## config.mk

```make
export PLATFORM = sky130hd
export DESIGN_NAME = rr_arbiter_8_flat
export DESIGN_NICKNAME = d
export VERILOG_FILES = /design/src/rtl/rr_arbiter_8_pkg.sv /design/src/rtl/rr_arbiter_8_if.sv /design/src/rtl/rr_arbiter_8_priority_encoder.sv /design/src/rtl/rr_arbiter_8.sv /design/src/flat_wrapper.sv
export SDC_FILE = /design/constraint.sdc
export NUM_CORES = 1
export LEC_CHECK = 0
export BUFFER_PORTS_ARGS = -buffer_cell sky130_fd_sc_hd__buf_2
export CAP_MARGIN = 20
export CORE_AREA = 2 2 59 61
export DETAILED_ROUTE_END_ITERATION = 8
export DIE_AREA = 0 0 61 63
export MAX_ROUTING_LAYER = met4
export PLACE_DENSITY = 0.88
export SLEW_MARGIN = 30
export SYNTH_ARGS = -nofsm -noshare
export SYNTH_HDL_FRONTEND = slang
export SYNTH_SLANG_ARGS = --single-unit
```

## constraint.sdc

```tcl
create_clock -name clk -period 3.95 [get_ports clk]
set_input_delay 0.79 -clock clk [delete_from_list [all_inputs] [get_ports clk]]
set_output_delay 0.79 -clock clk [all_outputs]
set_load 0.005 [all_outputs]
```

## src/rtl/rr_arbiter_8_pkg.sv

```systemverilog
// Shared constants and state encoding for the 8-requester round-robin arbiter.
package arb_pkg;
    localparam int N_REQ = 8;
    localparam int ID_W  = 3;
    localparam int CNT_W = 8;

    typedef enum logic {
        IDLE = 1'b0,
        BUSY = 1'b1
    } state_t;
endpackage

```

## src/rtl/rr_arbiter_8_if.sv

```systemverilog
// Request/grant bundle between the requesters (master) and the arbiter (slave).
interface rr_arbiter_8_if;
    import arb_pkg::*;

    logic [N_REQ-1:0] req;
    logic [N_REQ-1:0] gnt;
    logic [ID_W-1:0]  gnt_id;
    logic             gnt_valid;
    logic             preempt;

    modport master (output req, input gnt, gnt_id, gnt_valid, preempt);
    modport slave  (input req, output gnt, gnt_id, gnt_valid, preempt);
endinterface

```

## src/rtl/rr_arbiter_8_priority_encoder.sv

```systemverilog
// 8-to-3 priority encoder: the highest set index wins; valid flags any set bit.
module priority_encoder_8x3
    import arb_pkg::*;
(
    input  logic [N_REQ-1:0] vec,
    output logic [ID_W-1:0]  idx,
    output logic             valid
);
    always_comb begin
        idx   = '0;
        valid = |vec;
        // Ascending scan so the last hit, i.e. the highest index, sticks.
        for (int i = 0; i < N_REQ; i++) begin
            if (vec[i]) idx = ID_W'(i);
        end
    end
endmodule

```

## src/rtl/rr_arbiter_8.sv

```systemverilog
// Round-robin arbiter for eight requesters with grant hold and timeout pre-emption.
// All outputs are registered; ptr remembers the last winner to rotate priority.
module rr_arbiter_8
    import arb_pkg::*;
#(
    parameter int HOLD_MAX = 16
) (
    input  logic           clk,
    input  logic           reset,
    rr_arbiter_8_if.slave  bus
);
    localparam logic [CNT_W-1:0] HOLD_LAST = CNT_W'(HOLD_MAX - 1);

    state_t           state;
    logic [ID_W-1:0]  ptr;
    logic [CNT_W-1:0] hold_cnt;
    logic [N_REQ-1:0] gnt;
    logic [ID_W-1:0]  gnt_id;
    logic             gnt_valid;
    logic             preempt;

    logic             owner_req;
    logic             others;
    logic             timeout;
    logic [N_REQ-1:0] cand;
    logic [N_REQ-1:0] low_mask;
    logic [N_REQ-1:0] masked;
    logic [N_REQ-1:0] sel;
    logic [ID_W-1:0]  win;
    logic             win_valid;

    always_comb begin
        owner_req = bus.req[gnt_id];
        others    = |(bus.req & ~gnt);
        timeout   = (HOLD_MAX != 0) && (state == BUSY) && owner_req &&
                    (hold_cnt == HOLD_LAST) && others;
        // A timed-out owner is excluded so the encoder cannot re-pick it.
        cand      = timeout ? (bus.req & ~gnt) : bus.req;
        low_mask  = (N_REQ'(1) << ptr) - N_REQ'(1);
        masked    = cand & low_mask;
        sel       = (|masked) ? masked : cand;
    end

    priority_encoder_8x3 u_enc (
        .vec   (sel),
        .idx   (win),
        .valid (win_valid)
    );

    always_ff @(posedge clk or posedge reset) begin
        if (reset) begin
            state     <= IDLE;
            ptr       <= '0;
            hold_cnt  <= '0;
            gnt       <= '0;
            gnt_id    <= '0;
            gnt_valid <= 1'b0;
            preempt   <= 1'b0;
        end else begin
            preempt <= 1'b0;
            case (state)
                IDLE: begin
                    if (win_valid) begin
                        state     <= BUSY;
                        gnt       <= N_REQ'(1) << win;
                        gnt_id    <= win;
                        gnt_valid <= 1'b1;
                        ptr       <= win;
                        hold_cnt  <= '0;
                    end
                end
                BUSY: begin
                    if (owner_req && !timeout) begin
                        if (hold_cnt != '1) hold_cnt <= hold_cnt + 1'b1;
                    end else if (win_valid) begin
                        // Release or timeout handover: no idle bubble in between.
                        gnt      <= N_REQ'(1) << win;
                        gnt_id   <= win;
                        ptr      <= win;
                        hold_cnt <= '0;
                        preempt  <= timeout;
                    end else begin
                        state     <= IDLE;
                        gnt       <= '0;
                        gnt_id    <= '0;
                        gnt_valid <= 1'b0;
                        hold_cnt  <= '0;
                    end
                end
                default: state <= IDLE;
            endcase
        end
    end

    assign bus.gnt       = gnt;
    assign bus.gnt_id    = gnt_id;
    assign bus.gnt_valid = gnt_valid;
    assign bus.preempt   = preempt;
endmodule

```

## src/flat_wrapper.sv

```systemverilog
// flat-port wrapper written by rule: the top's interface ports become plain ports
module rr_arbiter_8_flat import arb_pkg::*;
#(
    parameter int HOLD_MAX = 16
)
  (clk, reset, bus_req, bus_gnt, bus_gnt_id, bus_gnt_valid, bus_preempt);
  rr_arbiter_8_if bus_i ();
  input  logic clk;
  input  logic reset;
  input wire logic [$bits(bus_i.req)-1:0] bus_req;
  output wire logic [$bits(bus_i.gnt)-1:0] bus_gnt;
  output wire logic [$bits(bus_i.gnt_id)-1:0] bus_gnt_id;
  output wire logic [$bits(bus_i.gnt_valid)-1:0] bus_gnt_valid;
  output wire logic [$bits(bus_i.preempt)-1:0] bus_preempt;
  assign bus_i.req = bus_req;
  assign bus_gnt = bus_i.gnt;
  assign bus_gnt_id = bus_i.gnt_id;
  assign bus_gnt_valid = bus_i.gnt_valid;
  assign bus_preempt = bus_i.preempt;
  rr_arbiter_8 #(.HOLD_MAX(HOLD_MAX)) u_core (.clk(clk), .reset(reset), .bus(bus_i));
endmodule
```

Word-level counts from Yosys, hierarchy flattened:

Cells that the tools add are included.

* flip-flop bits (word level): 25
* input port bits: 10
* logic and storage cells: 69

* add/sub/neg operators: 2
* order comparisons: 1
* eq/ne operators: 6
* shifts and indexed selects: 2
* muxes and demuxes: 36
* bitwise gates (word level): 4
* reductions and logical operators: 11

Operator list (count)
* 2-to-1 mux 8 bit: 8
* 2-to-1 mux 3 bit: 11
* one-hot mux 8 bit (2 select lines): 2
* OR reduction 8 bit: 3
* bitwise AND 8 bit: 2
* left shift 1 x 3 -> 8 bit, first input constant: 2
* one-hot mux 3 bit (2 select lines): 2
* 2-to-1 mux 1 bit: 10
* adder 8 x 1 -> 8 bit, second input constant: 1
* == test 8 x 4 -> 1 bit, second input constant: 1
* != test 8 bit, second input constant: 1
* NOT 8 bit: 1
* subtractor 8 x 2 -> 8 bit, second input constant: 1
* != test 2 bit, second input constant: 3
* logical AND 1 bit: 4
* less-than comparator 3 x 4 -> 1 bit, second input constant: 1
* one-hot mux 1 bit (2 select lines): 2
* AND reduction 2 bit: 2
* binary-select mux 1 bit (select 3 bit): 1
* != test 3 bit, second input constant: 1
* AND reduction 3 bit: 1
* zero test 1 bit: 1
* NOT 1 bit: 1

Depth between registers and ports, before layout:

Gate-level depths: netlist of the first run.

* depth after elaboration: 20
* depth in mapped cells: 13
* gate-level depth less buffers: 11

Cells and area by module:

From an unflattened synthesis of the first run, not the netlist that was laid out.

* cells, all modules: 168
* area, all modules: 1581.5 um2

By module, submodules not included
* rr_arbiter_8: times used 1, cells each 156, area an instance 1515.2 um2, sequential area each 625.6 um2
* priority_encoder_8x3: times used 1, cells each 12, area an instance 66.3 um2, sequential area each 0.0 um2

Least setup slack after synthesis of the first run:

No wires, ideal clock.

* path kind: input -> register
* from: input port bus_req[5]
* to: register u_core.gnt[0], in the netlist u_core.bus.gnt[0]
* arrival time: 2766 ps
* required time: 3828 ps
* setup slack: 1062 ps
* cell stages on the path: 10
* path buffers: 1
* cell sequence: inv_1 o22ai_1 o41a_1 buf_6 a31oi_1 nor2_1 o211a_1 nor3_2 inv_1 a32o_1

* longest elaborated chain between the ends: 20
* elaborated cells between the ends (all ways): 29

RTL lines
* from (decl): RTL line flat_wrapper.sv:10 `input wire logic [$bits(bus_i.req)-1:0] bus_req;`
* binary-select mux 1 bit (select 3 bit): RTL line rr_arbiter_8.sv:33 `owner_req = bus.req[gnt_id];`
* 2-to-1 mux 1 bit (implied by the code): RTL line rr_arbiter_8.sv:33
* logical AND 1 bit (2 in a row): RTL line rr_arbiter_8.sv:35 `timeout = (HOLD_MAX != 0) && (state == BUSY) && owner_req &&`
* logical AND 1 bit: RTL line rr_arbiter_8.sv:36 `(hold_cnt == HOLD_LAST) && others;`
* 2-to-1 mux 8 bit: RTL line rr_arbiter_8.sv:38 `cand = timeout ? (bus.req & ~gnt) : bus.req;`
* bitwise AND 8 bit: RTL line rr_arbiter_8.sv:40 `masked = cand & low_mask;`
* OR reduction 8 bit: RTL line rr_arbiter_8.sv:41 `sel = (|masked) ? masked : cand;`
* 2-to-1 mux 8 bit: RTL line rr_arbiter_8.sv:41
* 2-to-1 mux 1 bit: RTL line rr_arbiter_8_priority_encoder.sv:14 `if (vec[i]) idx = ID_W'(i);`
* 2-to-1 mux 3 bit (6 in a row): RTL line rr_arbiter_8_priority_encoder.sv:14
* left shift 1 x 3 -> 8 bit: RTL line rr_arbiter_8.sv:65, rr_arbiter_8.sv:77
* 2-to-1 mux 8 bit: RTL line rr_arbiter_8.sv:75 `end else if (win_valid) begin`
* 2-to-1 mux 8 bit: RTL line rr_arbiter_8.sv:73 `if (owner_req && !timeout) begin`
* one-hot mux 8 bit (2 select lines): RTL line rr_arbiter_8.sv:61 `case (state)`
* to (signal assigned): RTL line rr_arbiter_8.sv:65 `gnt <= N_REQ'(1) << win;`
* to (signal assigned): RTL line rr_arbiter_8.sv:77 `gnt <= N_REQ'(1) << win;`
* to (decl): RTL line rr_arbiter_8.sv:17 `logic [N_REQ-1:0] gnt;`

Several ways; a longest one is shown, not always the timed one. The select of a mux whose other input is x is not followed.
A chain may end at the register's enable or synchronous reset.

Final worst setup path of the first run:

* from: register u_core.hold_cnt[0]
* to: register u_core.gnt[0], in the netlist u_core.bus.gnt[0]

* longest elaborated chain between the ends: 18
* elaborated cells between the ends (all ways): 25

RTL lines
* from (decl): RTL line rr_arbiter_8.sv:16 `logic [CNT_W-1:0] hold_cnt;`
* from (signal assigned): RTL line rr_arbiter_8.sv:74 `if (hold_cnt != '1) hold_cnt <= hold_cnt + 1'b1;`
* == test 8 x 4 -> 1 bit (*): RTL line rr_arbiter_8.sv:36
* logical AND 1 bit (*): RTL line rr_arbiter_8.sv:35
* logical AND 1 bit (*): RTL line rr_arbiter_8.sv:36
* 2-to-1 mux 8 bit: RTL line rr_arbiter_8.sv:38
* bitwise AND 8 bit: RTL line rr_arbiter_8.sv:40
* OR reduction 8 bit: RTL line rr_arbiter_8.sv:41
* 2-to-1 mux 8 bit: RTL line rr_arbiter_8.sv:41
* 2-to-1 mux 1 bit: RTL line rr_arbiter_8_priority_encoder.sv:14
* 2-to-1 mux 3 bit (6 in a row): RTL line rr_arbiter_8_priority_encoder.sv:14
* left shift 1 x 3 -> 8 bit: RTL line rr_arbiter_8.sv:65, rr_arbiter_8.sv:77
* 2-to-1 mux 8 bit: RTL line rr_arbiter_8.sv:75
* 2-to-1 mux 8 bit: RTL line rr_arbiter_8.sv:73
* one-hot mux 8 bit (2 select lines): RTL line rr_arbiter_8.sv:61

Every way passes the cells marked *; elsewhere a longest branch is shown, timed or not. The select of a mux whose other input is x is not followed.

==> impl_metrics.yaml, run 1 <==
floorplanning:
  die_h_um: 63
  start_util: 0.5490
  placementRows: 21
  die_area_um2: 3843
  core_region_area_um2: 3232
  die_x_um: 61
  io_pins: 23
setup_path:
  r2r_cells: 10
  worstSetupEndpointType: "register"
  critPathKind: "register to register"
  crit_fanout: 13
  crit_arrival_ps: 3600
  start_kind: "register"
  required_ps: 4230
global_route:
  grt_max_degree: 26
  antenna_found_initial: 0
  gr-usage-all-layers: 0.2564
  grt_overflow: 0
  grt_pass1_vias: 1624
  grt_pass1_wl_um: 7376
hold_path:
  hold_path_class: "input pin to asynchronous set/reset pin"
routing:
  vias: 1693
  vias_per_cell: 6.389
  wire_per_inst_um: 16.82
  ant_nets: 0
  wirelength_um: 4458
  dr.pass1.iters: 4
  drc_errors: 0
  dr.first_iter.drc_count: 130
sta:
  hold_viol_final: 0
  fin_worst_skew_ps: 2.725
  worstMarginPinSlew_ps: 599.1
  finalSetupTns_ps: 0
  maxSlewHeadroom: 0.5964
  finalSetupViolations: 0
  period_needed_ps: 3321
  rsz0062_at_grt: "false"
  timing.final.crit_share: 0.8407
  slew_violations: 0
  timing.fmax_mhz: 301.1
synth:
  seq_area_frac_synth: 0.3526
  synth_warnings: 0
  mappedNetlistArea_um2: 1774
  ys_ff_latch: 25
  netlist.area_leader.share: 0.3526
  postSynthCellCount: 200
  synthArstFlopShare: 1.000
  avgSynthCellArea_um2: 8.871
  synth_top_area_cell: "dfrtp_1"
  synthFlopType: "dfrtp_1"
  syn_nets: 212
  synthTopCellsByArea: "dfrtp_1, nand2_1, a21oi_1, inv_1, a21o_1"
  ys_types: 52
  synth-edff-count: 0
pwr:
  p_total_mw: 1.510
  peakVddDrop_mv: 0.3072
  powerDensity_nw_per_um2: 784.9
  p_leak_nw: 0.8928
run:
  drv_cap: 0
clock_tree:
  cts_inserted_buffers: 3
  cts.clk_slew.worst_paths_ps: 150
  cts_num_sinks: 25
  root_buffer: "clkbuf_4"
  max-clock-path-buffers: 2
  ctsResizeCount: 0
  ctsHoldBuffers: 0
  clkLatencyLatePin_ps: 330
  cts_tree: "built"
  postCtsSetupBuffers: 0
  htree_num_levels: 1
layout:
  multiInputGateArea_um2: 1030
  fin_nets: 232
  fillCellCount: 295
  drive_gt1_frac: 0.2237
  areaGrowthSynthToFinish_pct: 8.463
  regArea_um2: 625.6
  diodes: 0
place:
  place.detailed.hpwl_um: 3392
  port_buffers: 22
  place.gp.congestion: 1.045
outcome:
  outcome: "finished clean"
final timing paths:
kind	startpoint	to	slack [ps]
max reg2reg	u_core.hold_cnt[0]$_DFFE_PP0P_	u_core.bus.gnt[0]$_DFFE_PP0P_	630
max in group asynchronous	reset	u_core.bus.gnt_valid$_DFFE_PP0P_	3130
max	u_core.hold_cnt[0]$_DFFE_PP0P_	u_core.bus.gnt[0]$_DFFE_PP0P_	630
min in group clk	u_core.state$_DFF_PP0_	u_core.bus.gnt_valid$_DFFE_PP0P_	530
min	reset	u_core.hold_cnt[2]$_DFFE_PP0P_	470
min reg2reg	u_core.state$_DFF_PP0_	u_core.bus.gnt_valid$_DFFE_PP0P_	530
area by class of cell:
type / count / share of cell area
well taps: 46 / 0.02991
flip-flops and latches: 25 / 0.3251
repair buffers: 24 / 0.06502
multi-input cells: 151 / 0.5351
clock buffers: 3 / 0.01170
inverters: 15 / 0.02926
clock inverters: 1 / 0.003901
metal layers:
metal | track usage | routed length (um)
met3 | 0.02692 | 318
met1 | 0.3400 | 1910
met2 | 0.4059 | 2106
met5 | - | 0
met4 | 0.08424 | 122
where the power goes:
| group | switching (mW) | internal (mW) | total (mW) |
|---|---|---|---|
| registers | 0.112 | 0.331 | 0.443 |
| logic | 0.571 | 0.373 | 0.943 |
| clock network | 0.0850 | 0.0388 | 0.124 |
| total | 0.768 | 0.743 | 1.51 |
flip-flops by register name, indices dropped and copies added (netlist names):
signal and count:
u_core.ptr 3, u_core.bus.gnt 8, u_core.state 1, u_core.bus.preempt 1, u_core.bus.gnt_id 3, u_core.bus.gnt_valid 1, u_core.hold_cnt 8
cells by family (layout without fill, tap and decap cells):
logic type,after synthesis,in the layout,share of synthesized area
XOR/XNOR,2,2,0.009875
buffers and inverters,24,43,0.06699
flip-flops,25,25,0.3526
multiplexers,3,3,0.01693
AO/OA/AOI/OAI,73,73,0.3343
AND/OR/NAND/NOR,71,71,0.2052
adder cells (fa/ha/maj),2,2,0.01410
Yosys cell counts, types with 3 or more instances:
cell type and instances:
and2_1 4, a21o_1 7, a31oi_1 6, nor2_1 11, clkbuf_1 3, inv_1 15
nand3_1 8, o21ai_0 7, a41oi_1 5, nor2b_1 3, nand2_1 25, a21oi_1 14
o2111ai_1 3, mux2i_1 3, o22ai_1 4, buf_6 3, dfrtp_1 25, and3_1 3
nor3_1 3, a32o_1 5, a32oi_2 3
layout by cell type (no fill, tap or decap), types with 2 or more instances in the layout:
master	Yosys	layout
a32o_1	5	5
mux2i_1	3	3
buf_4	1	2
nand3_2	2	2
clkbuf_4	0	3
nor2_1	11	11
nand2b_1	2	2
o21ai_0	7	7
and3_1	3	3
a31o_2	2	2
a21oi_1	14	14
nor3_1	3	3
a32oi_2	3	3
nand3_1	8	8
a22oi_1	2	2
dfrtp_1	25	25
a21o_1	7	7
nand2_1	25	25
o2111ai_1	3	3
a41oi_1	5	5
and2_1	4	4
a31oi_1	6	6
a31oi_2	2	2
o22ai_1	4	4
buf_2	2	22
inv_1	15	14
ha_1	2	2
nor2b_1	3	3
nor3b_1	2	2
o31ai_1	2	2
through the flow:
stage / instances / hold WS, ps / utilization / setup WS (ps) / instance area (um2)
floorplan: 200 / 440.5 / - / 1062 / 1774
global route: 265 / 509.6 / 0.5954 / 333.0 / 1924
CTS: 265 / 509.8 / 0.5954 / 661.7 / 1924
detailed placement: 261 / 483.5 / 0.5861 / 435.1 / 1894
global placement: 261 / 495.0 / 0.5861 / 523.7 / 1894
finish: 265 / 471.5 / 0.5954 / 629.1 / 1924
critical path, stage by stage (launching register included):
cell and delay [ps]:
dfrtp_1 410, ha_1 220, and3_2 240, and2_1 170
o41a_1 470, a31oi_1 330, a32oi_2 390, and2_2 260
a21oi_2 80, o32ai_4 460, a32o_1 230
Power figures use the tool's default switching activity.
==> inputs of run 2 (changes only) <==
--- a/config.mk
+++ b/config.mk
@@ -7,11 +7,11 @@
 export LEC_CHECK = 0
 export BUFFER_PORTS_ARGS = -buffer_cell sky130_fd_sc_hd__buf_2
 export CAP_MARGIN = 20
-export CORE_AREA = 2 2 59 61
+export CORE_AREA = 2 2 62 64
 export DETAILED_ROUTE_END_ITERATION = 8
-export DIE_AREA = 0 0 61 63
+export DIE_AREA = 0 0 64 66
 export MAX_ROUTING_LAYER = met4
-export PLACE_DENSITY = 0.88
+export PLACE_DENSITY = 0.84
 export SLEW_MARGIN = 30
 export SYNTH_ARGS = -nofsm -noshare
 export SYNTH_HDL_FRONTEND = slang
==> constraint.sdc (replaced) <==
create_clock -name clk -period 3 [get_ports clk]
set_input_delay 0.6 -clock clk [delete_from_list [all_inputs] [get_ports clk]]
set_output_delay 0.6 -clock clk [all_outputs]
set_load 0.005 [all_outputs]
==> run 2 against run 1 <==
Against the previous run: sequential share of layout area is 4.7 points lower; flip-flop and latch count is the same; global-route usage fell by 0.20 points; critical path depth is 2 higher.
==> impl_metrics.yaml, run 2 (same netlist as run 1, synthesis figures left out) <==
sta:
  finalSetupViolations: 0
  worstMarginPinSlew_ps: 529.1
  timing.fmax_mhz: 340.7
  timing.final.crit_share: 0.9785
  setup_ws_ps: 64.44
  maxSlewHeadroom: 0.6467
  hold_viol_final: 0
  period_needed_ps: 2936
  slew_violations: 0
  fin_worst_skew_ps: 10.47
routing:
  wirelength_um: 5216
  dr.first_iter.drc_count: 127
  vias_per_cell: 6.145
  ant_nets: 0
  vias: 1862
  wire_per_inst_um: 17.21
  dr.pass1.iters: 5
  drc_errors: 0
clock_tree:
  htree_num_levels: 1
  max-clock-path-buffers: 2
  cts_num_sinks: 25
  ctsHoldBuffers: 0
  cts_inserted_buffers: 3
  cts.clk_slew.worst_paths_ps: 140
  cts_tree: "built"
  root_buffer: "clkbuf_4"
  clkLatencyLatePin_ps: 330
pwr:
  peakVddDrop_mv: 0.4855
  p_leak_nw: 1.078
  powerDensity_nw_per_um2: 1053
global_route:
  grt_pass1_vias: 1699
  grt_pass1_wl_um: 7955
  grt_overflow: 0
  antenna_found_initial: 0
  gr-usage-all-layers: 0.2544
  grt_max_degree: 26
setup_path:
  critPathKind: "register to register"
  crit_fanout: 7
  worstSetupEndpointType: "register"
  required_ps: 3240
  r2r_cells: 12
  reg2reg_to: "u_core.ptr[0]$_DFFE_PP0P_"
  start_kind: "register"
  crit_path_end: "u_core.ptr[0]$_DFFE_PP0P_"
  r2r-start: "u_core.hold_cnt[0]$_DFFE_PP0P_"
  cp-startpoint: "u_core.hold_cnt[0]$_DFFE_PP0P_"
  crit_arrival_ps: 3170
  rrSetupSlack_ps: 60
floorplanning:
  placementRows: 22
  die_h_um: 66
  core_region_area_um2: 3551
  start_util: 0.4996
  die_x_um: 64
  die_area_um2: 4224
  io_pins: 23
hold_path:
  hold_path_class: "input pin to asynchronous set/reset pin"
run:
  drv_cap: 0
place:
  dp_slack_ps: -125.9
  place.gp.congestion: 1.034
  place.detailed.hpwl_um: 3737
  port_buffers: 22
layout:
  fin_nets: 267
  drive_gt1_frac: 0.3504
  layout_common_cells: "buf_4, dfrtp_1, nand2_1, buf_2"
  final_common_cell: "buf_4"
  fin_util: 0.6332
  areaGrowthSynthToFinish_pct: 26.73
  fillCellCount: 313
  top_regs: "u_core.bus.gnt: 8 flops, u_core.hold_cnt: 8 flops"
outcome:
  outcome: "finished clean"
[run 2: how the worst min path moves through the flow]
stage               slack, ps  depth (start not counted)                               end              startpoint
finish                    290                          2     u_core.bus.gnt[1]$_DFFE_PP0P_                   reset
global route              340                          2     u_core.bus.gnt[1]$_DFFE_PP0P_                   reset
CTS                       500                          2     u_core.bus.gnt[1]$_DFFE_PP0P_                   reset
detailed placement        490                          1  u_core.bus.gnt_valid$_DFFE_PP0P_  u_core.state$_DFF_PP0_
global placement          480                          1  u_core.bus.gnt_valid$_DFFE_PP0P_  u_core.state$_DFF_PP0_
floorplan                 440                          1  u_core.bus.gnt_valid$_DFFE_PP0P_  u_core.state$_DFF_PP0_
[run 2: critical path, cell delays in order (launching register included)]
cell and delay [ps]:
dfrtp_1 400, ha_2 210, and3_2 200, and2_4 140, o41a_1 290, buf_4 170
nand3_2 90, a32oi_4 330, and4_4 290, o221a_4 220, o32ai_4 100, buf_12 150
a221oi_2 230
[run 2: repair_timing]
item | CTS | global route
buffers inserted | 2 | 2
pin swaps | 0 | 4
gates resized for setup | 0 | 8
gates cloned | 0 | 1
endpoints found under the setup margin | 3 | 16
[run 2: layout make-up]
class | count | area [um2] | share of cell area
inverters | 15 | 56.30 | 0.02504
diodes | 1 | 2.502 | 0.001113
multi-input cells | 152 | 1084 | 0.4819
repair buffers | 58 | 392.9 | 0.1747
well taps | 48 | 60.06 | 0.02671
clock buffers | 3 | 22.52 | 0.01002
flip-flops and latches | 25 | 625.6 | 0.2782
clock inverters | 1 | 5.005 | 0.002226
[run 2: layer usage]
| layer | part of all wire | wire, um | GRT usage | up-vias |
|---|---|---|---|---|
| met5 | 0 | 0 | - | - |
| met4 | 0.056 | 292 | 0.1603 | 0 |
| met3 | 0.075 | 392 | 0.01704 | 22 |
| met2 | 0.44 | 2299 | 0.3932 | 101 |
| met1 | 0.43 | 2231 | 0.3275 | 869 |
| li1 | - | - | - | 870 |
[run 2: report_power, final]
group          switching (mW)  internal [mW]
clock                   0.105         0.0500
sequential              0.134          0.436
combinational           0.885          0.756
total                    1.12           1.24
[run 2: stage by stage]
step | hold slack, ps | setup TNS, ps | cells | total power [mW] | cell area (um2)
floorplan | 440.5 | 0 | 200 | 1.539 | 1774
finish | 286.1 | 0 | 303 | 2.367 | 2248
CTS | 496.3 | 0 | 299 | 2.180 | 2165
global placement | 482.7 | -267.7 | 293 | 1.970 | 2122
global route | 343.6 | -99.20 | 302 | 2.521 | 2246
detailed placement | 487.9 | -763.1 | 293 | 2.023 | 2122
==> inputs of run 3 (changes only) <==
--- a/config.mk
+++ b/config.mk
@@ -5,13 +5,13 @@
 export SDC_FILE = /design/constraint.sdc
 export NUM_CORES = 1
 export LEC_CHECK = 0
-export BUFFER_PORTS_ARGS = -buffer_cell sky130_fd_sc_hd__buf_2
 export CAP_MARGIN = 20
-export CORE_AREA = 2 2 62 64
+export CORE_AREA = 2 2 59 61
 export DETAILED_ROUTE_END_ITERATION = 8
-export DIE_AREA = 0 0 64 66
+export DIE_AREA = 0 0 61 63
+export DONT_BUFFER_PORTS = 1
 export MAX_ROUTING_LAYER = met4
-export PLACE_DENSITY = 0.84
+export PLACE_DENSITY = 0.85
 export SLEW_MARGIN = 30
 export SYNTH_ARGS = -nofsm -noshare
 export SYNTH_HDL_FRONTEND = slang
==> run 3 against run 2 <==
Against the previous run: global-route usage decreased by 0.90 points; total power decreased by 7.2%; combinational power decreased by 9.8%; fmax increased by 2.1%; die area decreased by 9.0%; sequential power decreased by 0.9%; highest routed layer unchanged; sequential share of layout area increased by 2.2 points; largest cell class unchanged; cell count decreased by 10%; clock power decreased by 5%; routed wire length decreased by 9.2%; critical endpoint unchanged; first-iteration DRC count increased by 29%.
==> impl_metrics.yaml, run 3 (same netlist as run 1, synthesis figures left out) <==
outcome:
  outcome: "finished clean"
layout:
  final_cells: 272
  fin_nets: 239
  drive_gt1_frac: 0.2655
  areaGrowthSynthToFinish_pct: 17.56
  layout_common_cells: "buf_4, nand2_1, dfrtp_1, inv_1, a21oi_1"
  regArea_um2: 626.9
  final_common_cell: "buf_4"
  multiInputGateArea_um2: 1094
  top_regs: "u_core.bus.gnt: 8 flops, u_core.hold_cnt: 8 flops"
  fillCellCount: 266
  fin_util: 0.6454
  diodes: 0
setup_path:
  crit_buf_inv: 1
  cp-startpoint: "u_core.hold_cnt[0]$_DFFE_PP0P_"
  reg2reg_to: "u_core.ptr[0]$_DFFE_PP0P_"
  rrSetupSlack_ps: 130
  critPathMaxStageDelay_ps: 390
  required_ps: 3230
  start_kind: "register"
  crit_arrival_ps: 3100
  crit_fanout: 7
  worstSetupEndpointType: "register"
  r2r-start: "u_core.hold_cnt[0]$_DFFE_PP0P_"
  critPathKind: "register to register"
  r2r_cells: 11
  path_cells: "ha_2 -> and3_2 -> and2_1 -> o41a_1 -> buf_4 -> nand3_2 -> a32oi_2 -> and4_1 -> o221a_2 -> o32ai_4 -> a221oi_2"
  crit_slowest_cell: "dfrtp_1"
  cp_top_family: "compound AO/OA/AOI/OAI gates"
floorplanning:
  io_pins: 23
  core_region_area_um2: 3232
  start_util: 0.5490
  die_area_um2: 3843
  placementRows: 21
  die_x_um: 61
  die_h_um: 63
routing:
  ant_nets: 0
  vias: 1741
  dr.first_iter.drc_count: 164
  drc_errors: 0
  wirelength_um: 4736
  wire_per_inst_um: 17.41
  vias_per_cell: 6.401
  dr.pass1.iters: 4
sta:
  fin_worst_skew_ps: 11.86
  period_needed_ps: 2875
  maxSlewHeadroom: 0.6430
  timing.fmax_mhz: 347.9
  hold_viol_final: 0
  timing.final.crit_share: 0.9582
  slew_violations: 0
  worstMarginPinSlew_ps: 534.7
  finalSetupViolations: 0
place:
  port_buffers: 0
  place.detailed.hpwl_um: 3433
  place.gp.congestion: 1.034
  dp_cells: 263
pwr:
  p_leak_nw: 0.9381
  powerDensity_nw_per_um2: 1053
  peakVddDrop_mv: 0.4841
global_route:
  grt_pass1_vias: 1575
  gr-usage-all-layers: 0.2453
  antenna_found_initial: 0
  grt_max_degree: 26
  grt_overflow: 0
  grt_pass1_wl_um: 7003
clock_tree:
  root_buffer: "clkbuf_4"
  cts_num_sinks: 25
  cts_tree: "built"
  clkLatencyLatePin_ps: 320
  cts.clk_slew.worst_paths_ps: 140
  max-clock-path-buffers: 2
  ctsHoldBuffers: 0
  cts_inserted_buffers: 3
  htree_num_levels: 1
run:
  drv_cap: 0
hold_path:
  hold_path_class: "input pin to asynchronous set/reset pin"
[run 3: cell types whose count changed in the layout (fill, tap and decap cells not counted), moves of 2 or more]
cell     delta
a31oi_1     -3
buf_2      -22
buf_4       -5
a31oi_2     +2
[run 3: power breakdown]
group	switching [mW]	internal, mW	total [mW]	leakage, nW
registers	0.129	0.438	0.566	0.321
logic	0.829	0.653	1.48	0.602
clock network	0.0965	0.0520	0.148	0.0150
[run 3: what timing repair did]
action,in CTS,in global routing
setup endpoints to repair,0,19
setup buffers,0,4
resized for setup,0,10
[run 3: cell type report]
cell class              count  share of cell area
well taps                  46             0.02759
flip-flops and latches     25              0.3005
inverters                  15             0.02699
clock buffers               4             0.01260
multi-input cells         152              0.5243
repair buffers             30              0.1080
[run 3: per-stage QoR]
step	worst slack, ps	total power, mW	TNS [ps]	hold WS, ps	instance area, um2
after floorplan	218.5	1.539	0	440.5	1774
after global placement	101.8	1.916	0	497.2	1964
after detailed placement	5.267	1.941	0	502.4	1964
after CTS	6.985	2.101	0	396.3	1991
after global routing	-49.59	2.345	-114.2	212.3	2086
final	125.4	2.197	0	183.5	2086
[run 3: worst max-delay path by stage]
stage | to | slack [ps] | depth (start not counted)
floorplan | u_core.bus.gnt[0]$_DFFE_PP0P_ | 220 | 13
global placement | u_core.bus.gnt[0]$_DFFE_PP0P_ | 100 | 9
detailed placement | u_core.bus.gnt[4]$_DFFE_PP0P_ | 5 | 9
CTS | u_core.bus.gnt[4]$_DFFE_PP0P_ | 7 | 10
global route | u_core.bus.gnt[2]$_DFFE_PP0P_ | -50 | 11
finish | u_core.ptr[0]$_DFFE_PP0P_ | 130 | 11
[run 3: per-layer routing]
metal / vias up / routed length, um / global-route usage
met2: 87 / 2281 / 0.3911
met5: - / 0 / -
met1: 822 / 1962 / 0.3268
li1: 816 / - / -
met3: 16 / 370 / 0.03313
met4: 0 / 121 / 0.05978
